<file path="config.mk">
export PLATFORM = sky130hd
export DESIGN_NAME = cache_arbiter
export DESIGN_NICKNAME = d
export VERILOG_FILES = /design/src/rtl/cache_arbiter_pkg.sv /design/src/rtl/cache_arbiter.sv
export SDC_FILE = /design/constraint.sdc
export NUM_CORES = 1
export LEC_CHECK = 0
export CAP_MARGIN = 10
export CORE_AREA = 2 2 546 548
export DETAILED_ROUTE_END_ITERATION = 7
export DIE_AREA = 0 0 548 550
export PLACE_DENSITY_LB_ADDON = 0.3
export SETUP_SLACK_MARGIN = 0.05
export SLEW_MARGIN = 10
export SYNTH_ARGS = -nofsm -noshare
export SYNTH_HDL_FRONTEND = slang
export SYNTH_SLANG_ARGS = --single-unit
</file>
<file path="constraint.sdc">
create_clock -name clk -period 1.41 [get_ports clk]
set_clock_uncertainty 0.2 [all_clocks]
set_input_delay 0.141 -clock clk [delete_from_list [all_inputs] [get_ports clk]]
set_output_delay 0.141 -clock clk [all_outputs]
set_load 0.01 [all_outputs]
</file>
<file path="src/rtl/cache_arbiter_pkg.sv">
// Shared types and defaults for the L1-to-L2 line-interface arbiter.
// Pure declarations: no logic and no latency.
// No backpressure; this package carries no handshake of its own.
package cache_arb_pkg;

  localparam int LINE_WIDTH_DEFAULT = 256;
  localparam int ADDR_WIDTH_DEFAULT = 32;

  // Which L1 side currently owns the downstream port.
  typedef enum logic [1:0] {
    ARB_IDLE    = 2'd0,
    ARB_SERVE_I = 2'd1,
    ARB_SERVE_D = 2'd2
  } arb_state_t;

  // Side that won the most recent grant; the round-robin pointer.
  typedef enum logic {
    GRANT_I = 1'b0,
    GRANT_D = 1'b1
  } grant_t;

endpackage : cache_arb_pkg

</file>
<file path="src/rtl/cache_arbiter.sv">
// Shares one line interface between I-cache misses and D-cache misses/writebacks.
// Latency: grant 1 cycle after the request is seen idle; responses pass through in 0 cycles.
// Backpressure: requesters hold until resp; one idle cycle separates consecutive grants.
module cache_arbiter
  import cache_arb_pkg::*;
#(
  parameter int ADDR_WIDTH = ADDR_WIDTH_DEFAULT,
  parameter int LINE_WIDTH = LINE_WIDTH_DEFAULT
) (
  input  logic                  clk,
  input  logic                  rst_n,
  // I-cache side
  input  logic                  i_read,
  input  logic [ADDR_WIDTH-1:0] i_addr,
  output logic [LINE_WIDTH-1:0] i_rdata,
  output logic                  i_resp,
  // D-cache side
  input  logic                  d_read,
  input  logic                  d_write,
  input  logic [ADDR_WIDTH-1:0] d_addr,
  input  logic [LINE_WIDTH-1:0] d_wdata,
  output logic [LINE_WIDTH-1:0] d_rdata,
  output logic                  d_resp,
  // Downstream (eviction buffer upstream port)
  output logic                  mem_read,
  output logic                  mem_write,
  output logic [ADDR_WIDTH-1:0] mem_addr,
  output logic [LINE_WIDTH-1:0] mem_wdata,
  input  logic [LINE_WIDTH-1:0] mem_rdata,
  input  logic                  mem_resp
);

  arb_state_t r_state;
  arb_state_t w_next_state;
  grant_t     r_last_grant;
  grant_t     w_next_grant;
  logic       w_pend_i;
  logic       w_pend_d;

  // A D-side write and read are one request; either strobe makes D pending.
  assign w_pend_i = i_read;
  assign w_pend_d = d_read | d_write;

  // Read data is broadcast to both sides; only the resp strobe tells who owns it.
  assign i_rdata = mem_rdata;
  assign d_rdata = mem_rdata;

  // State and round-robin pointer; reset abandons any in-flight transaction.
  always_ff @(posedge clk or negedge rst_n) begin
    if (!rst_n) begin
      r_state      <= ARB_IDLE;
      r_last_grant <= GRANT_I;
    end else begin
      r_state      <= w_next_state;
      r_last_grant <= w_next_grant;
    end
  end

  // Grant only from idle; a serve state is left solely on mem_resp, so a
  // requester dropping early cannot hand the port to the other side.
  always_comb begin
    w_next_state = r_state;
    w_next_grant = r_last_grant;
    case (r_state)
      ARB_IDLE: begin
        if (w_pend_i && w_pend_d) begin
          w_next_grant = (r_last_grant == GRANT_I) ? GRANT_D : GRANT_I;
          w_next_state = (r_last_grant == GRANT_I) ? ARB_SERVE_D : ARB_SERVE_I;
        end else if (w_pend_i) begin
          w_next_grant = GRANT_I;
          w_next_state = ARB_SERVE_I;
        end else if (w_pend_d) begin
          w_next_grant = GRANT_D;
          w_next_state = ARB_SERVE_D;
        end
      end
      ARB_SERVE_I,
      ARB_SERVE_D: begin
        if (mem_resp) begin
          w_next_state = ARB_IDLE;
        end
      end
      default: w_next_state = ARB_IDLE;
    endcase
  end

  // Downstream mux: only the owner's strobes/address/data are visible, and
  // mem_resp is steered to the owner alone (a stray resp in idle goes nowhere).
  always_comb begin
    mem_read  = 1'b0;
    mem_write = 1'b0;
    mem_addr  = '0;
    mem_wdata = '0;
    i_resp    = 1'b0;
    d_resp    = 1'b0;
    case (r_state)
      ARB_SERVE_I: begin
        mem_read = i_read;
        mem_addr = i_addr;
        i_resp   = mem_resp;
      end
      ARB_SERVE_D: begin
        // Read+write together is treated as a writeback.
        mem_read  = d_read & ~d_write;
        mem_write = d_write;
        mem_addr  = d_addr;
        mem_wdata = d_wdata;
        d_resp    = mem_resp;
      end
      default: ;
    endcase
  end

endmodule : cache_arbiter

</file>
After elaboration in Yosys (flattened, before gate mapping)
Cells that the tools add are included.

operators by class
  equality and inequality tests = 4
  multiplexer cells = 16
  bitwise logic cells = 3
  reduce and logical (&&, ||, !) cells = 6

operator list
  operator                                       count
  2-to-1 mux 256 bit                             1
  one-hot mux 32 bit (2 select lines)            1
  2-to-1 mux 2 bit                               5
  2-to-1 mux 1 bit                               7
  inequality test 4 bit, second input constant   1
  one-hot mux 2 bit (2 select lines)             1
  AND reduction 2 bit                            2
  nonzero test 3 bit                             1
  == test 2 x 1 -> 1 bit, second input constant  1
  == test 2 bit, second input constant           1
  zero test 2 bit                                1
  inequality test 2 bit, second input constant   1
  one-hot mux 1 bit (2 select lines)             1
  OR reduction 2 bit                             1
  bitwise AND 1 bit                              1
  logical AND 1 bit                              1
  NOT 1 bit                                      1
  bitwise OR 1 bit                               1

word-level totals
  bits in registers = 3
  input bits = 582
  output and inout bits = 804

Depth between registers and ports, before layout
  depth in word-level cells = 5
  gate-level depth with buffers = 7
  gate-level depth less buffers = 5

Least setup slack after synthesis
Ideal clock, no wire load.

  path type = reg-to-output
  from = reg r_state[0]
  to = out mem_addr[10]
  arrival time = 1.228 ns
  required time = 1.069 ns
  slack = -0.159 ns
  cell stages (with the launch flop) = 7
  cells stage by stage = dfrtp_1 -> inv_1 -> ha_1 -> buf_4 -> buf_2 -> a22oi_1 -> nor2b_1

on the way
  longest elaborated chain between the ends = 2
  elaborated cells on any way between the ends = 3
  those cells by class = 2 x eq/ne; 1 x mux

RTL lines
  what                                                     RTL line             source
  start, declared                                          cache_arbiter.sv:33  arb_state_t r_state;
  start signal, assigned                                   cache_arbiter.sv:54  r_state <= w_next_state;
  == test 2 bit or == test 2 x 1 -> 1 bit (tied branches)  cache_arbiter.sv:96  case (r_state)
  one-hot mux 32 bit (2 select lines) *                    cache_arbiter.sv:96
  end, declared                                            cache_arbiter.sv:27  output logic [ADDR_WIDTH-1:0] mem_addr,

Mark *: on every way between the ends. The rest lies on a longest branch, timed or not.

Worst setup path in the final report
  from = reg r_state[1]
  to = out mem_addr[13]

Same word-level chain as after synthesis.

==> flow_metrics.tcl <==
set metrics [dict create \
    netlist_instances 898 \
    arrival_ps 2060 \
    worst_slack_ps -988 \
    preCtsSetupSlack_ps -888 \
    final_cell_area_um2 17300 \
    cpLargestDelayFamily "buffers and inverters" \
    critPathKind "reg -> out" \
    cp-startpoint "r_state[1]" \
    ys_async_sr_fraction_pct 100 \
    synth_top_area_share_pct 61.1 \
    avgRoutedWirePerCell_um 35.3 \
    die_w_um 548 \
    power_leakage_uw 0.00605 \
    end_kind "primary output" \
    die_h_um 550 \
    worstHoldStart "mem_rdata[249]" \
    cts_max_level 1 \
    post_drt_via_cell_ratio 1.49 \
    post_dp_cell_area_um2 15200 \
    grt_max_degree 42 \
    p_per_area_nw_per_um2 1370 \
    dp_cells 4939 \
    crit_buf_inv 4 \
    ys_types 22 \
    ant_nets 0 \
    io_buffers 617 \
    cp_data_required_time_ps 1070 \
    rsz0062_at_grt "yes" \
    cts_tree "built" \
    syn-num-nets 1483 \
    cts.sinks 3 \
    cpPeakStageDelay_ps 540 \
    drive_above_1_share_pct 56.0 \
    grt_pass1_wl_mm 190 \
    place_hpwl_mm 167 \
    syn-cell-area_um2 6310 \
    drt_first_pass_iters 4 \
    grt_overflow 0 \
    hp-class "in -> out" \
    status "finished, violations left" \
    via_count 7502 \
    r2r_start "r_state[0]" \
    grt_pass1_vias 6839 \
    synth-seq-cells 3 \
    setup_viol 294 \
    ff2ff_setup_slack_ps -580 \
    cp-start-kind "flip-flop" \
    cts_inserted_buffers 3 \
    period_share_pct 170 \
    start_util_pct 2.14 \
    place_congestion 0.810 \
    wl_mm 177 \
    slew_headroom_pct 79.8 \
    row_count 200 \
    clock_latency_ps 220 \
    ctsRootBufferMaster "clkbuf_16" \
    tightest_slew_ps 302 \
    fin_crit_ps 2400 \
    drc_errors 0 \
    ys.flop_type "dfrtp_1" \
    max_freq_ghz 0.417 \
    finalNetCount 1664 \
    clockBufferDepth 2 \
    syn_to_final_growth_pct 173 \
    synth_edf_count 0 \
    fin_cells 5029 \
    synth_top_area_cell "buf_4" \
    hold_viol 0 \
    hold_depth 0 \
    die_area_um2 301000 \
    drv_slew 0 \
    core_area_um2 296000 \
    fillers 34700 \
    crit_fanout 24 \
    syn_avg_cell_area_um2 7.03 \
    hold_ws_ps 82.0 \
    drv_cap 0 \
    drt_iter0_drc 365 \
    antenna_found_initial 168 \
    power_uw 23600 \
    worst-path-stages 7 \
    seq_area_frac_synth_pct 1.19 \
    worst_path_max_delay_cell "clkdlybuf4s50_1" \
    failed_checks "negative setup slack" \
    synth.area.top_cells "buf_4 61%, and2_1 26%, a22oi_1 3.8%, nor2b_1 3.2%, clkbuf_2 1.5%" \
    grtUsageTotal_pct 11.0 \
    boundaryPins 1386 \
    yosysMostFrequentCell "buf_4" \
    reg2regPathDepth 9 \
    irDropWorstVdd_uv 813 \
    clk_pin_slew_ps 30 \
    synth_commonest_cells "514 x buf_4, 260 x and2_1, 32 x a22oi_1, 32 x nor2b_1, 19 x clkbuf_2" \
    yosysWarnings 0 \
    cp_cell_sequence "inv_2 -> ha_2 -> buf_12 -> buf_4 -> a22oi_2 -> nor2b_2 -> clkdlybuf4s50_1" \
]
==> per-layer routing <==
layer / vias to the layer above / GRT usage, % / share of wire, %
li1: 2614 / - / -
met1: 2980 / 6.65 / 21
met2: 1271 / 16.8 / 42
met3: 577 / 16.6 / 32
met4: 60 / 3.65 / 4.6
met5: - / 0.547 / 0.22
==> sequential cells by signal, summed over array words and instances, names as in the netlist <==
| register | flops |
|---|---|
| r_state | 2 |
| r_last_grant | 1 |
==> kinds of logic (layout without fill, tap and decap cells) <==
kind of cell	count (synthesis)	after routing	synth area share [%]
AOI/OAI and AO/OA	39	39	4.56
adders and majority gates	3	3	0.595
buffers and inverters	553	733	64.1
DFF	3	3	1.19
other	0	12	0
and+or+nand+nor	300	300	29.6
==> path summary, 6_finish.rpt <==
kind	to
hold reg to reg	r_last_grant
max in group asynchronous	r_state[1]
hold / removal	i_rdata[249]
setup reg to reg	r_state[1]
min in group asynchronous	r_state[0]
setup / recovery	mem_addr[13]
==> layout make-up <==
class | count | area (um2) | share of cell area, %
Sequential cell | 3 | 75.1 | 0.435
Multi-Input combinational cell | 342 | 2970 | 17.2
Inverter | 2 | 7.51 | 0.0435
Timing Repair Buffer | 727 | 9160 | 53.1
Antenna cell | 12 | 30.0 | 0.174
Clock buffer | 4 | 78.8 | 0.457
Tap cell | 3939 | 4930 | 28.6
==> power by group <==
| group | switching (uW) | internal (uW) |
|---|---|---|
| combinational | 10100 | 12900 |
| sequential | 50.9 | 125 |
| clock | 75.4 | 373 |
| total | 10200 | 13400 |
==> through the flow <==
stage	TNS, ps	utilization (%)
after floorplan	-10970	-
after global placement	-200450	5.15
after detailed placement	-202470	5.15
after CTS	-254160	5.25
after global routing	-219530	5.83
final	-205930	5.84
==> what timing repair did <==
item	4_1_cts	5_1_grt
resized for setup	194	562
hold buffers	1	0
endpoints found under the hold margin	3	0
cloned	5	23
pin swaps	2	111
endpoints found under the setup margin	295	295
setup buffers	6	44
==> layout by cell type, fill, tap and decap left out, types with 2 or more instances in the layout <==
cell | Yosys | layout
dlymetal6s2s_1 | 0 | 39
and2_1 | 260 | 80
buf_2 | 8 | 16
inv_2 | 0 | 2
nand2_1 | 3 | 3
buf_12 | 0 | 146
ha_4 | 0 | 2
a21oi_1 | 2 | 2
a22oi_2 | 0 | 20
nor2b_2 | 0 | 11
and2_4 | 0 | 180
buf_6 | 1 | 96
nor2b_4 | 0 | 20
a22oi_1 | 32 | 12
clkbuf_16 | 0 | 19
clkbuf_2 | 19 | 19
clkdlybuf4s50_1 | 0 | 325
buf_8 | 0 | 15
buf_4 | 514 | 43
diode_2 | 0 | 12
dfrtp_1 | 3 | 3
buf_16 | 0 | 10
No activity file was read; power rests on OpenSTA's default activity.
